<file path="src/rtl/pxs_player_ctrl.sv">
// Paddle player stage: moves a paddle once per frame from synchronised buttons and overlays it on the RGB stream.
// Build option: define PXS_PLAYER_ACCEL_EN to enable the per-frame speed ramp (SPEED_MIN up to SPEED_MAX).
module pxs_player_ctrl #(
    parameter int unsigned ORIENT     = 0,
    parameter int unsigned POS_OFFSET = 100,
    parameter int unsigned SIZE       = 80,
    parameter int unsigned THICK      = 10,
    parameter int unsigned AXIS_LEN   = 480,
    parameter int unsigned INIT_POS   = 200,
    parameter int unsigned SPEED_MIN  = 2,
    parameter int unsigned SPEED_MAX  = 8,
    parameter logic [2:0]  COLOR      = 3'b111,
    localparam int unsigned STR_W     = 26,
    localparam int unsigned POS_W     = 10
) (
    input  logic             px_clk,
    input  logic             rst_n,
    input  logic [STR_W-1:0] RGBStr_i,
    input  logic             btn_up,
    input  logic             btn_down,
    output logic [STR_W-1:0] RGBStr_o,
    output logic [POS_W-1:0] pos,
    output logic             collide,
    output logic             frame_tick
);
    localparam int unsigned AW       = 11;
    localparam int unsigned MAX_POS  = AXIS_LEN - SIZE;
    localparam int unsigned STEP_MIN = (SPEED_MIN > SPEED_MAX) ? SPEED_MAX : SPEED_MIN;

    typedef enum logic [1:0] {
        IDLE = 2'd0,
        UP   = 2'd1,
        DOWN = 2'd2
    } state_e;

    state_e             state_q, state_d;
    logic [POS_W-1:0]   pos_q, pos_d;
    logic [POS_W-1:0]   step_c;
    logic signed [AW-1:0] diff_c;
    logic [AW-1:0]      sum_c;
`ifdef PXS_PLAYER_ACCEL_EN
    logic [POS_W-1:0]   speed_q, speed_d;
`endif

    logic               up_s1_q, up_s2_q, dn_s1_q, dn_s2_q;
    logic               vs_q;
    logic               hit_acc_q;
    logic               collide_q;
    logic               frame_tick_q;
    logic [STR_W-1:0]   rgb_str_q;

    logic               tick_c, up_only_c, dn_only_c;
    logic [POS_W-1:0]   xc_c, yc_c, mv_c, fx_c;
    logic               inside_c, hit_c;

    assign tick_c    = RGBStr_i[1] & ~vs_q;
    assign up_only_c = up_s2_q & ~dn_s2_q;
    assign dn_only_c = dn_s2_q & ~up_s2_q;

    // Hit test: moving-axis coordinate against pos, fixed-axis coordinate against the offset
    assign xc_c = RGBStr_i[22:13];
    assign yc_c = RGBStr_i[12:3];
    assign mv_c = (ORIENT == 0) ? yc_c : xc_c;
    assign fx_c = (ORIENT == 0) ? xc_c : yc_c;

    assign inside_c = RGBStr_i[0]
                   && (AW'(mv_c) >= AW'(pos_q))
                   && (AW'(mv_c) <= AW'(pos_q) + AW'(SIZE - 1))
                   && (AW'(fx_c) >= AW'(POS_OFFSET))
                   && (AW'(fx_c) <= AW'(POS_OFFSET + THICK - 1));
    assign hit_c = inside_c & (|RGBStr_i[25:23]);

    // Movement FSM: direction, step and clamped position, all evaluated only on the frame tick
    always_comb begin
        state_d = state_q;
        pos_d   = pos_q;
        step_c  = POS_W'(STEP_MIN);
        diff_c  = '0;
        sum_c   = '0;
`ifdef PXS_PLAYER_ACCEL_EN
        speed_d = speed_q;
`endif
        if (tick_c) begin
            if (up_only_c) begin
                state_d = UP;
            end else if (dn_only_c) begin
                state_d = DOWN;
            end else begin
                state_d = IDLE;
            end
`ifdef PXS_PLAYER_ACCEL_EN
            // Continuing in the same direction uses the ramped speed; a fresh press starts slow
            if ((state_d != IDLE) && (state_d == state_q)) begin
                step_c = speed_q;
            end
            if (state_d == IDLE) begin
                speed_d = POS_W'(STEP_MIN);
            end else if (step_c >= POS_W'(SPEED_MAX)) begin
                speed_d = POS_W'(SPEED_MAX);
            end else begin
                speed_d = step_c + POS_W'(1);
            end
`endif
            diff_c = $signed({1'b0, pos_q}) - $signed({1'b0, step_c});
            sum_c  = {1'b0, pos_q} + {1'b0, step_c};
            if (state_d == UP) begin
                pos_d = diff_c[AW-1] ? '0 : diff_c[POS_W-1:0];
            end else if (state_d == DOWN) begin
                pos_d = (sum_c > AW'(MAX_POS)) ? POS_W'(MAX_POS) : sum_c[POS_W-1:0];
            end
        end
    end

    always_ff @(posedge px_clk or negedge rst_n) begin
        if (!rst_n) begin
            state_q <= IDLE;
            pos_q   <= POS_W'(INIT_POS);
`ifdef PXS_PLAYER_ACCEL_EN
            speed_q <= POS_W'(STEP_MIN);
`endif
        end else begin
            state_q <= state_d;
            pos_q   <= pos_d;
`ifdef PXS_PLAYER_ACCEL_EN
            speed_q <= speed_d;
`endif
        end
    end

    // Synchronisers, frame edge detect, drawing and collision accumulation
    always_ff @(posedge px_clk or negedge rst_n) begin
        if (!rst_n) begin
            up_s1_q      <= 1'b0;
            up_s2_q      <= 1'b0;
            dn_s1_q      <= 1'b0;
            dn_s2_q      <= 1'b0;
            vs_q         <= 1'b0;
            hit_acc_q    <= 1'b0;
            collide_q    <= 1'b0;
            frame_tick_q <= 1'b0;
            rgb_str_q    <= '0;
        end else begin
            up_s1_q      <= btn_up;
            up_s2_q      <= up_s1_q;
            dn_s1_q      <= btn_down;
            dn_s2_q      <= dn_s1_q;
            vs_q         <= RGBStr_i[1];
            frame_tick_q <= tick_c;
            rgb_str_q    <= {(inside_c ? COLOR : RGBStr_i[25:23]), RGBStr_i[22:0]};
            if (tick_c) begin
                collide_q <= hit_acc_q;
                hit_acc_q <= hit_c;
            end else if (hit_c) begin
                hit_acc_q <= 1'b1;
            end
        end
    end

    assign RGBStr_o   = rgb_str_q;
    assign pos        = pos_q;
    assign collide    = collide_q;
    assign frame_tick = frame_tick_q;

endmodule

</file>
<file path="config.mk">
export PLATFORM = sky130hd
export DESIGN_NAME = pxs_player_ctrl
export DESIGN_NICKNAME = d
export VERILOG_FILES = /design/src/rtl/pxs_player_ctrl.sv
export SDC_FILE = /design/constraint.sdc
export NUM_CORES = 1
export LEC_CHECK = 0
export CAP_MARGIN = 20
export CORE_MARGIN = 1.5
export CORE_UTILIZATION = 48
export DETAILED_ROUTE_END_ITERATION = 6
export PLACE_DENSITY = 0.83
export SLEW_MARGIN = 5
export SYNTH_ARGS = -nofsm -noshare
export SYNTH_HDL_FRONTEND = slang
export SYNTH_SLANG_ARGS = --single-unit
</file>
<file path="constraint.sdc">
create_clock -name px_clk -period 3.6 [get_ports px_clk]
set_input_delay 1.08 -clock px_clk [delete_from_list [all_inputs] [get_ports px_clk]]
set_output_delay 1.08 -clock px_clk [all_outputs]
set_load 0.1 [all_outputs]
</file>
==> summary.md <==
| Metric | Value |
|---|---|
| Crit-path cells | `inv_1, ha_1, nand2b_1, a31oi_1, xnor2_1, ha_1, a21oi_1, a21boi_0, a2111oi_0, o311ai_1, o21ai_1` |
| Max-slew violations | `0` |
| Most frequent cells in the layout | `39 x dfrtp_1, 38 x buf_4, 28 x clkdlybuf4s50_1` |
| Drt pass-1 iters | `4` |
| Reg area | `around 1100 um2` |
| Largest net degree at the start of global routing | `43` |
| Largest stage delay on the critical path | `about 0.57 ns` |
| Post-CTS Resized | `0` |
| Die Wd | `around 73 um` |
| Final Wtd Congestion | `between 0.8 and 0.9` |
| Final routed DRC violation total | `0` |
| CORE AREA | `around 4800 um2` |
| Slew headroom | `0.402` |
| Die H | `about 73 um` |
| Synth-to-Final Area Change | `28.2%` |
| Finished Core Util | `0.641` |
| Post-layout worst setup margin | `between 0.4 and 0.5 ns` |
| Clk_lat worst skew | `roughly 0.29 ns` |
| Async S/R FF share, synth | `1.00` |
| Post-synthesis cell count | `235` |
| Hold path start | `up_s1_q$_DFF_PN0_` |
| Syn Nets | `287` |
| R2r worst-path depth | `11` |
| Cts hold-fix bufs | `0` |
| Vias | `around 2,000` |
| Multi-input logic area | `1190 um2` |
| Gr busiest metal | `met2` |
| Fmax | `320 MHz` |
| Post-Syn Area | `around 2400 um2` |
| Final net count | `~350` |
| Clk Tree Root Cell | `clkbuf_8` |
| Starting density of the core | `0.500` |
| Worst Max-Slew Pin Slew | `between 0.8 and 0.9 ns` |
| Antenna-violating nets left | `0` |
| CTS sink count | `42` |
| Met2 usage | `0.346` |
| Yosys warning total | `0` |
| Main area contributors after synthesis | `dfrtp_1 41%, ha_1 12%, dfstp_2 3.3%, a21oi_1 2.9%, xnor2_1 2.6%` |
| Drt via density | `between 5 and 6` |
| Post-DR wirelength/cell | `roughly 15 um` |
| Routed wire length | `5.32 mm` |
| # fillers | `391` |
| Std-Cell Rows | `25` |
| Ant. Diodes | `0` |
| Critical Path AT | `approximately 3.3 ns` |
| I/O pin count | `about 70` |
| Setup TNS | `0 ns` |
| Final instance area | `3050 um2` |
| Initial DRC count | `about 120` |
| Syn avg cell area | `10.1 um2` |
| Period Utilization, post-route | `0.867` |
| Clk_skew | `0.00823 ns` |
| Max Cap Viol | `0` |
| Critical path's top delay family | `compound AO/OA/AOI/OAI gates` |
| Post-synth EDFFs | `0` |
| Critical path endpoint category | `flop` |
| Clock tree buffer depth | `2` |
| Buf/Inv on CP | `1` |
| Leading area contributor after synthesis | `dfrtp_1` |
| Setup crit start kind | `flop` |
| First-pass GRT wire length | `just under 9 mm` |
| CTS clk-pin slew, worst paths | `~0.08 ns` |
| Final setup viols | `0` |
| Setup bufs post-CTS | `0` |
| Worst ir drop on vdd | `0.449 mV` |
| M1 GR Usage | `0.285` |
| GRT Total Usage | `0.210` |
| Commonest non-fill, non-tap cell in the layout | `dfrtp_1` |
| Reg2reg start | `pos[1]$_DFFE_PN0P_` |
| CTS HTree Levels | `2` |
| Leakage power | `between 1 and 1.5 nW` |
| CP max FO | `12` |
| Port buffer count | `66` |
| Power per cell area | `663 nW/um2` |
| CP dominant cell by count | `ha_1` |
| Synth unique cells | `57` |
| Clock buffer count from CTS | `5` |
| R2r endpoint | `hit_acc_q$_DFFE_PN0P_` |
| Total grt overflow | `0` |
| Post-place setup slack | `0.539 ns` |
| Min Tclk post-route | `~3.1 ns` |
| Placed Area | `~3000 um2` |
| Placed wire-length estimate | `around 4 mm` |
| Yosys reg bits | `42` |
| Worst Path Required | `roughly 3.8 ns` |
| Reg-to-reg slack, setup | `between 0.4 and 0.5 ns` |
| Slowest CP cell | `dfrtp_1` |
| Ratio of cells with drive above 1 in the final layout | `0.202` |
| Vias in the first global route | `around 1,900` |
| Seq/Total Area, Yosys | `0.444` |
| Endpoints failing hold | `0` |
| Met3 usage | `0.0357` |
| Setup CP Type | `reg2reg` |
| RSZ-0062 raised after global routing | `no` |
| Die area | `~5400 um2` |
| TritonCTS clock tree | `done` |
| Synth top area share | `0.411` |
| Initial antenna violation count | `0` |
| Hold WC Path Type | `reg2reg` |
| Hold path endpoint | `up_s2_q$_DFF_PN0_` |
| Outcome | `finished, final reports clean` |
| Synth Flop Type | `dfrtp_1` |
| WHS Path Cells | `0` |
==> stage by stage <==
stage / total power [mW] / cells / hold slack (ns)
floorplan: 1.47 / 235 / 0.331
global placement: 1.68 / 356 / 0.331
detailed placement: 1.71 / 356 / 0.335
CTS: 2.02 / 364 / 0.354
global route: 2.14 / 364 / 0.389
finish: 2.02 / 364 / 0.353
==> cell usage after synthesis, types with 3 or more instances <==
library cell,number
a21oi_1,14
and4_1,3
buf_2,6
dfrtp_1,39
dfstp_2,3
ha_1,22
inv_1,13
nand2_1,12
nand2b_1,6
nand3_1,11
nor2_1,10
nor2b_1,3
nor3_1,11
o211ai_1,6
o21ai_0,12
o21ai_1,4
xnor2_1,7
==> cells by family after synthesis <==
| family | Yosys count | share of synthesized area |
|---|---|---|
| AO/OA/AOI/OAI | 61 | 0.178 |
| XOR/XNOR | 7 | 0.0258 |
| flip-flops | 42 | 0.444 |
| other | 1 | 0.00158 |
| buffers and inverters | 27 | 0.0553 |
| AND/OR/NAND/NOR | 72 | 0.167 |
| adder cells (fa/ha/maj) | 22 | 0.116 |
| multiplexers | 3 | 0.0132 |
==> worst reg2reg max path: stages (launching register included) <==
cell,delay [ns]
dfrtp_1,0.57
inv_1,0.16
ha_1,0.27
nand2b_1,0.28
a31oi_1,0.18
xnor2_1,0.17
ha_1,0.31
a21oi_1,0.19
a21boi_0,0.11
a2111oi_0,0.39
o311ai_1,0.24
o21ai_1,0.17
==> area by class of cell <==
type | count | share of cell area
repair buffers | 67 | 0.187
well taps | 67 | 0.0275
inverters | 14 | 0.0172
multi-input cells | 166 | 0.391
clock inverters | 2 | 0.00411
flip-flops and latches | 42 | 0.346
clock buffers | 6 | 0.0271
==> how the worst max path moves through the flow <==
stage,startpoint,end,slack (ns),cells past startpoint
after global routing,pos[1]$_DFFE_PN0P_,RGBStr_o[23]$_DFF_PN0_,0.25,11
after floorplan,pos[1]$_DFFE_PN0P_,hit_acc_q$_DFFE_PN0P_,0.40,12
final,pos[1]$_DFFE_PN0P_,hit_acc_q$_DFFE_PN0P_,0.48,11
after detailed placement,RGBStr_i[7],hit_acc_q$_DFFE_PN0P_,0.54,7
after global placement,RGBStr_i[7],hit_acc_q$_DFFE_PN0P_,0.57,7
after CTS,pos[1]$_DFFE_PN0P_,hit_acc_q$_DFFE_PN0P_,0.53,11
==> routing by layer <==
metal	share of wire	routed length, um
met2	0.48	2550
met4	0.012	63
met1	0.43	2300
met5	0	0
met3	0.077	408
==> power breakdown <==
part	internal [mW]	total (mW)	switching [mW]
combinational	0.336	1.06	0.721
clock	0.154	0.314	0.160
sequential	0.530	0.650	0.119
==> flip-flops by register name (all words and copies together), names as in the netlist <==
| signal | cells |
|---|---|
| dn_s1_q | 1 |
| pos | 9 |
| frame_tick | 1 |
| RGBStr_o | 26 |
| up_s1_q | 1 |
| dn_s2_q | 1 |
| hit_acc_q | 1 |
| up_s2_q | 1 |
| collide | 1 |
Power figures use the tool's default switching activity.
